<file path="config.mk">
export PLATFORM = sky130hd
export DESIGN_NAME = sdram_apb_arbiter_flat
export DESIGN_NICKNAME = d
export VERILOG_FILES = /design/src/rtl/sdram_apb_arbiter_if.sv /design/src/rtl/sdram_apb_arbiter.sv /design/src/flat_wrapper.sv
export SDC_FILE = /design/constraint.sdc
export NUM_CORES = 1
export LEC_CHECK = 0
export CORE_MARGIN = 8
export CORE_UTILIZATION = 31
export CTS_CLUSTER_SIZE = 30
export DETAILED_ROUTE_END_ITERATION = 7
export GPL_TIMING_DRIVEN = 0
export HOLD_SLACK_MARGIN = 0.06
export PLACE_DENSITY = 0.78
export SLEW_MARGIN = 40
export SYNTH_ARGS = -nofsm -noshare
export SYNTH_HDL_FRONTEND = slang
export SYNTH_SLANG_ARGS = --single-unit
</file>
<file path="constraint.sdc">
create_clock -name clock -period 1.6 [get_ports clock]
set_input_delay 0.16 -clock clock [delete_from_list [all_inputs] [get_ports clock]]
set_output_delay 0.16 -clock clock [all_outputs]
set_load 0.005 [all_outputs]
</file>
<file path="src/rtl/sdram_apb_arbiter_if.sv">
// APB bundle shared by the arbiter's upstream requesters and its downstream port.
// master drives the request fields; slave returns completion, data and error.
interface sdram_apb_arbiter_if #(
    parameter int ADDR_W = 32,
    parameter int DATA_W = 32
);
    logic [ADDR_W-1:0]   paddr;
    logic                psel;
    logic                penable;
    logic [2:0]          pprot;
    logic                pwrite;
    logic [DATA_W-1:0]   pwdata;
    logic [DATA_W/8-1:0] pstrb;
    logic                pready;
    logic [DATA_W-1:0]   prdata;
    logic                pslverr;

    modport master (
        output paddr, psel, penable, pprot,
        output pwrite, pwdata, pstrb,
        input  pready, prdata, pslverr
    );

    modport slave (
        input  paddr, psel, penable, pprot,
        input  pwrite, pwdata, pstrb,
        output pready, prdata, pslverr
    );
endinterface

</file>
<file path="src/rtl/sdram_apb_arbiter.sv">
// Two-requester APB arbiter in front of the SDRAM APB slave.
// m0 = instruction fetch, m1 = load/store; one downstream transfer at a time.
module sdram_apb_arbiter #(
    parameter int ADDR_W = 32,
    parameter int DATA_W = 32,
    parameter bit RR_EN  = 1'b1
) (
    input  logic                clock,
    input  logic                reset_n,
    sdram_apb_arbiter_if.slave  m0,
    sdram_apb_arbiter_if.slave  m1,
    sdram_apb_arbiter_if.master out
);
    localparam logic [1:0] IDLE   = 2'd0;
    localparam logic [1:0] SETUP  = 2'd1;
    localparam logic [1:0] ACCESS = 2'd2;

    logic [1:0]          state;
    logic [1:0]          state_nx;
    logic                grant;
    logic                last;
    logic                pick;
    logic                req_any;
    logic                done;
    logic                rdy0;
    logic                rdy1;

    logic [ADDR_W-1:0]   paddr_q;
    logic [2:0]          pprot_q;
    logic                pwrite_q;
    logic [DATA_W-1:0]   pwdata_q;
    logic [DATA_W/8-1:0] pstrb_q;

    // Requester penable carries no information the arbiter needs.
    logic unused_penable;
    assign unused_penable = m0.penable ^ m1.penable;

    assign req_any = m0.psel | m1.psel;

    always_comb begin
        pick = 1'b0;
        if (m0.psel && m1.psel) begin
            pick = RR_EN ? ~last : 1'b0;
        end else begin
            pick = m1.psel;
        end
    end

    always_comb begin
        state_nx = state;
        case (state)
            IDLE: begin
                if (req_any) begin
                    state_nx = SETUP;
                end
            end
            SETUP: begin
                state_nx = ACCESS;
            end
            ACCESS: begin
                if (out.pready) begin
                    state_nx = IDLE;
                end
            end
            default: begin
                state_nx = IDLE;
            end
        endcase
    end

    always_ff @(posedge clock or negedge reset_n) begin
        if (!reset_n) begin
            state    <= IDLE;
            grant    <= 1'b0;
            last     <= 1'b1;
            paddr_q  <= '0;
            pprot_q  <= '0;
            pwrite_q <= 1'b0;
            pwdata_q <= '0;
            pstrb_q  <= '0;
        end else begin
            state <= state_nx;
            if (state == IDLE && req_any) begin
                grant <= pick;
                if (pick) begin
                    paddr_q  <= m1.paddr;
                    pprot_q  <= m1.pprot;
                    pwrite_q <= m1.pwrite;
                    pwdata_q <= m1.pwdata;
                    pstrb_q  <= m1.pstrb;
                end else begin
                    paddr_q  <= m0.paddr;
                    pprot_q  <= m0.pprot;
                    pwrite_q <= m0.pwrite;
                    pwdata_q <= m0.pwdata;
                    pstrb_q  <= m0.pstrb;
                end
            end
            if (done) begin
                last <= grant;
            end
        end
    end

    assign done = (state == ACCESS) && out.pready;

    assign out.paddr   = paddr_q;
    assign out.pprot   = pprot_q;
    assign out.pwrite  = pwrite_q;
    assign out.pwdata  = pwdata_q;
    assign out.pstrb   = pstrb_q;
    assign out.psel    = (state == SETUP) || (state == ACCESS);
    assign out.penable = (state == ACCESS);

    // A granted requester that dropped psel has its completion discarded.
    assign rdy0 = done && !grant && m0.psel;
    assign rdy1 = done &&  grant && m1.psel;

    assign m0.pready  = rdy0;
    assign m0.prdata  = rdy0 ? out.prdata : '0;
    assign m0.pslverr = rdy0 & out.pslverr;

    assign m1.pready  = rdy1;
    assign m1.prdata  = rdy1 ? out.prdata : '0;
    assign m1.pslverr = rdy1 & out.pslverr;
endmodule
</file>
<file path="src/flat_wrapper.sv">
// flat-port wrapper written by rule: the top's interface ports become plain ports
module sdram_apb_arbiter_flat 
#(
    parameter int ADDR_W = 32,
    parameter int DATA_W = 32,
    parameter bit RR_EN  = 1'b1
)
  (clock, reset_n, m0_paddr, m0_psel, m0_penable, m0_pprot, m0_pwrite, m0_pwdata, m0_pstrb, m0_pready, m0_prdata, m0_pslverr, m1_paddr, m1_psel, m1_penable, m1_pprot, m1_pwrite, m1_pwdata, m1_pstrb, m1_pready, m1_prdata, m1_pslverr, out_paddr, out_psel, out_penable, out_pprot, out_pwrite, out_pwdata, out_pstrb, out_pready, out_prdata, out_pslverr);
  sdram_apb_arbiter_if #(.ADDR_W(ADDR_W), .DATA_W(DATA_W)) m0_i ();
  sdram_apb_arbiter_if #(.ADDR_W(ADDR_W), .DATA_W(DATA_W)) m1_i ();
  sdram_apb_arbiter_if #(.ADDR_W(ADDR_W), .DATA_W(DATA_W)) out_i ();
  input  logic clock;
  input  logic reset_n;
  input wire logic [$bits(m0_i.paddr)-1:0] m0_paddr;
  input wire logic [$bits(m0_i.psel)-1:0] m0_psel;
  input wire logic [$bits(m0_i.penable)-1:0] m0_penable;
  input wire logic [$bits(m0_i.pprot)-1:0] m0_pprot;
  input wire logic [$bits(m0_i.pwrite)-1:0] m0_pwrite;
  input wire logic [$bits(m0_i.pwdata)-1:0] m0_pwdata;
  input wire logic [$bits(m0_i.pstrb)-1:0] m0_pstrb;
  output wire logic [$bits(m0_i.pready)-1:0] m0_pready;
  output wire logic [$bits(m0_i.prdata)-1:0] m0_prdata;
  output wire logic [$bits(m0_i.pslverr)-1:0] m0_pslverr;
  input wire logic [$bits(m1_i.paddr)-1:0] m1_paddr;
  input wire logic [$bits(m1_i.psel)-1:0] m1_psel;
  input wire logic [$bits(m1_i.penable)-1:0] m1_penable;
  input wire logic [$bits(m1_i.pprot)-1:0] m1_pprot;
  input wire logic [$bits(m1_i.pwrite)-1:0] m1_pwrite;
  input wire logic [$bits(m1_i.pwdata)-1:0] m1_pwdata;
  input wire logic [$bits(m1_i.pstrb)-1:0] m1_pstrb;
  output wire logic [$bits(m1_i.pready)-1:0] m1_pready;
  output wire logic [$bits(m1_i.prdata)-1:0] m1_prdata;
  output wire logic [$bits(m1_i.pslverr)-1:0] m1_pslverr;
  output wire logic [$bits(out_i.paddr)-1:0] out_paddr;
  output wire logic [$bits(out_i.psel)-1:0] out_psel;
  output wire logic [$bits(out_i.penable)-1:0] out_penable;
  output wire logic [$bits(out_i.pprot)-1:0] out_pprot;
  output wire logic [$bits(out_i.pwrite)-1:0] out_pwrite;
  output wire logic [$bits(out_i.pwdata)-1:0] out_pwdata;
  output wire logic [$bits(out_i.pstrb)-1:0] out_pstrb;
  input wire logic [$bits(out_i.pready)-1:0] out_pready;
  input wire logic [$bits(out_i.prdata)-1:0] out_prdata;
  input wire logic [$bits(out_i.pslverr)-1:0] out_pslverr;
  assign m0_i.paddr = m0_paddr;
  assign m0_i.psel = m0_psel;
  assign m0_i.penable = m0_penable;
  assign m0_i.pprot = m0_pprot;
  assign m0_i.pwrite = m0_pwrite;
  assign m0_i.pwdata = m0_pwdata;
  assign m0_i.pstrb = m0_pstrb;
  assign m0_pready = m0_i.pready;
  assign m0_prdata = m0_i.prdata;
  assign m0_pslverr = m0_i.pslverr;
  assign m1_i.paddr = m1_paddr;
  assign m1_i.psel = m1_psel;
  assign m1_i.penable = m1_penable;
  assign m1_i.pprot = m1_pprot;
  assign m1_i.pwrite = m1_pwrite;
  assign m1_i.pwdata = m1_pwdata;
  assign m1_i.pstrb = m1_pstrb;
  assign m1_pready = m1_i.pready;
  assign m1_prdata = m1_i.prdata;
  assign m1_pslverr = m1_i.pslverr;
  assign out_paddr = out_i.paddr;
  assign out_psel = out_i.psel;
  assign out_penable = out_i.penable;
  assign out_pprot = out_i.pprot;
  assign out_pwrite = out_i.pwrite;
  assign out_pwdata = out_i.pwdata;
  assign out_pstrb = out_i.pstrb;
  assign out_i.pready = out_pready;
  assign out_i.prdata = out_prdata;
  assign out_i.pslverr = out_pslverr;
  sdram_apb_arbiter #(.ADDR_W(ADDR_W), .DATA_W(DATA_W), .RR_EN(RR_EN)) u_core (.clock(clock), .reset_n(reset_n), .m0(m0_i), .m1(m1_i), .out(out_i));
endmodule
</file>
==> metrics.log <==
INFO  metric multi_input_comb_area = 2160 µm²
INFO  metric failing_checks = negative setup slack
INFO  metric avgRoutedWirePerCell = 21.1 µm
INFO  metric vias = 5179
INFO  metric mappedNetlistArea = 3950 µm²
INFO  metric grt.total_usage = 23.8%
INFO  metric netlist_instances = 488
INFO  metric ant_nets = 0
INFO  metric power.total = 12.6 mW
INFO  metric ff2ff_setup_slack = -0.01 ns
INFO  metric regArea = 1900 µm²
INFO  metric critical_path.n_buffers_inverters = 5
INFO  metric place.gp.congestion = 0.916
INFO  metric core_outline_area = 12500 µm²
INFO  metric postLayoutSetupSlackWorst = -0.408 ns
INFO  metric max_clock_freq = 0.498 GHz
INFO  metric drc = 0
INFO  metric htree_num_levels = 3
INFO  metric drive_gt1_share = 31.2%
INFO  metric cp_top_family = buffers and inverters
INFO  metric worst_hold_slack = 0.311 ns
INFO  metric syn-num-nets = 675
INFO  metric first_pass_iters = 6
INFO  metric dieHeight = 129 µm
INFO  metric finalHoldViolations = 0
INFO  metric clk_latency_worst_skew_pair = 0.32 ns
INFO  metric max_cap_violations = 0
INFO  metric total_leakage_power = 3.86 nW
INFO  metric grt_remaining_overflow = 0
INFO  metric diodes = 0
INFO  metric irDropWorstVdd = 0.000817 V
INFO  metric yosys_warnings = 0
INFO  metric cts.clk_slew.worst_paths = 0.06 ns
INFO  metric area_growth_syn_to_layout = 124%
INFO  metric fp.dieW = 129 µm
INFO  metric number_of_global_route_vias_before_repair = 5251
INFO  metric max_slew.worst_pin.slew = 0.389 ns
INFO  metric slew_violations = 0
INFO  metric list_of_cells_traversed_by_the_critical_path = ha_4 > nand2_4 > nor2_4 > buf_12 > buf_8 > buf_6 > buf_6 > and2_4 > buf_6
INFO  metric initial_utilization = 31.5%
INFO  metric avgViaCountPerCell = 4.95
INFO  metric cp_max_fo = 6
INFO  metric period_share = 126%
INFO  metric worst_ep_arrival_time = 1.85 ns
INFO  metric crit_type = reg -> out
INFO  metric fp.dieArea = 16600 µm²
INFO  metric layout_skew = 0.00805 ns
INFO  metric clock_tree_from_tritoncts = done
INFO  metric post_synth_num_cell_types = 22
INFO  metric cts-root-to-sink-buffers = 2
INFO  metric postRouteWirelength = 22.1 mm
INFO  metric timing.critical_path.required = 1.44 ns
INFO  metric grt_setup_unrepaired = yes
INFO  metric worst_hold_check_path_type = in -> async
INFO  metric placement.io_buffers = 323
INFO  metric grt_max_degree = 41
INFO  metric critPathSlowestCell = sky130_fd_sc_hd__dfrtp_2
INFO  metric timing.critical_path.to_type = output port
INFO  metric cts_buffers = 9
INFO  metric run_status = complete, but fails checks
INFO  metric drtIter0Drc = 254
INFO  metric cts_root_buffer = sky130_fd_sc_hd__clkbuf_16
INFO  metric detailed_place_hpwl = 15.5 mm
INFO  metric timing.max_slew.rel_slack = 74.1%
INFO  metric power_per_cell_area = 1430 nW/µm²
INFO  metric share_of_yosys_cell_area_claimed_by_the_top_area_cell_type = 47.6%
INFO  metric final_period_minus_worst_setup_slack = 2.01 ns
INFO  metric timing.critical_path.from_type = flop
INFO  metric rows = 41
INFO  metric grt_antenna_before_repair = 0
INFO  metric pin_count = 326
INFO  metric ys_ff_latch = 76
INFO  metric crit_path_max_cell_delay = 0.44 ns
INFO  metric synth_area_per_cell = 8.09 µm²
INFO  metric wire_length_of_the_first_global_routing_pass = 30.2 mm
INFO  metric final.fill_count = 948
INFO  metric num-nets-final = 1058
INFO  metric cpMostUsedCell = sky130_fd_sc_hd__buf_6
INFO  metric synth.yosys.seq_area_share = 48.2%
INFO  metric setup_viol_count_final = 69
INFO  metric numClockSinks = 76
INFO  metric netlist_top_cells_area = sky130_fd_sc_hd__dfrtp_1 (48%), sky130_fd_sc_hd__a21oi_1 (18%), sky130_fd_sc_hd__and2_1 (10%)
INFO  metric synth_top_cell_by_area = sky130_fd_sc_hd__dfrtp_1
## state kept, by name, summed over array words and instances (netlist names)
| name | cells |
|---|---|
| u_core.grant | 1 |
| u_core.state | 2 |
| u_core.out.pprot | 3 |
| u_core.last | 1 |
| u_core.out.pwrite | 1 |
| u_core.out.pstrb | 4 |
| u_core.out.paddr | 32 |
| u_core.out.pwdata | 32 |
## routing by layer
| metal | global-route usage [%] | wire length [µm] | vias to the layer above |
|---|---|---|---|
| li1 | - | - | 2370 |
| met1 | 27.5 | 8450 | 2503 |
| met2 | 41.8 | 11300 | 257 |
| met3 | 4.92 | 1530 | 49 |
| met4 | 9.68 | 775 | 0 |
| met5 | 0 | 0 | - |
## cell usage after synthesis
cell type / number
sky130_fd_sc_hd__nor2_1: 74
sky130_fd_sc_hd__o22ai_1: 1
sky130_fd_sc_hd__and2_1: 66
sky130_fd_sc_hd__dfrtp_1: 75
sky130_fd_sc_hd__ha_1: 3
sky130_fd_sc_hd__o21a_1: 1
sky130_fd_sc_hd__buf_4: 6
sky130_fd_sc_hd__clkbuf_2: 2
sky130_fd_sc_hd__a22o_1: 1
sky130_fd_sc_hd__a21bo_2: 1
sky130_fd_sc_hd__o21ai_1: 1
sky130_fd_sc_hd__buf_6: 2
sky130_fd_sc_hd__a21oi_1: 145
sky130_fd_sc_hd__dfstp_2: 1
sky130_fd_sc_hd__buf_2: 25
sky130_fd_sc_hd__mux2_2: 2
sky130_fd_sc_hd__nor3b_2: 1
sky130_fd_sc_hd__a21boi_2: 1
sky130_fd_sc_hd__nor2b_1: 1
sky130_fd_sc_hd__clkbuf_1: 3
sky130_fd_sc_hd__nand2_1: 74
sky130_fd_sc_hd__inv_1: 2
## power breakdown
| part | internal [mW] | leakage, nW | switching (mW) |
|---|---|---|---|
| registers | 2.92 | 0.852 | 0.594 |
| clock network | 1.25 | 0.141 | 0.821 |
| logic | 3.98 | 2.86 | 3.08 |
## repair_timing
item	in CTS	in global routing
resized for setup	437	112
pin swaps	55	5
setup endpoints to repair	129	143
hold endpoints to repair	39	0
hold buffers	1	0
setup buffers	34	6
cloned	7	4
## stage by stage
stage	setup slack [ns]	TNS (ns)	area, µm²	std cells	util [%]
after floorplan	0.0873	0	3950	488	-
after global placement	-2.30	-223.40	7390	983	59.1
after detailed placement	-0.773	-53.47	7420	984	59.2
after CTS	-0.395	-21.30	8370	1041	66.9
after global routing	-0.496	-27.85	8840	1047	70.6
final	-0.408	-21.86	8840	1047	70.6
## final cells by class
class	count	share of cell area, %
buffer	37	4.37
clock buffer	10	2.70
clock inverter	5	0.708
inverter	2	0.0849
multi-input combinational	373	24.4
sequential	76	21.5
tap	172	2.44
timing repair buffer	372	43.7
## cell families after synthesis
family	Yosys count	share of synthesized area, %
flops	76	48.2
mux	2	0.571
buf+inv	40	5.61
simple gates	216	25.0
compound gates	151	19.6
fa+ha+maj	3	0.951
## cells in the final DEF, fill, tap and decap left out, drive strengths merged, types with 2 or more instances in the layout
cell type	n
a21oi	145
mux2	2
clkinvlp	2
and2	66
dfrtp	75
nand2	74
inv	2
clkdlybuf4s50	251
clkbuf	17
buf	148
clkinv	2
ha	3
nor2	75
## final timing paths
path	from	end	cells after the start
max reg2reg	u_core.state[1]	u_core.state[1]	6
max in group asynchronous	reset_n	u_core.out.pwdata[26]	3
min in group clock	m0_pwdata[21]	u_core.out.pwdata[21]	3
min	reset_n	u_core.out.paddr[27]	2
min reg2reg	u_core.out.pstrb[2]	u_core.out.pstrb[2]	2
max	u_core.state[1]	m1_prdata[12]	9
Power figures use the tool's default switching activity.
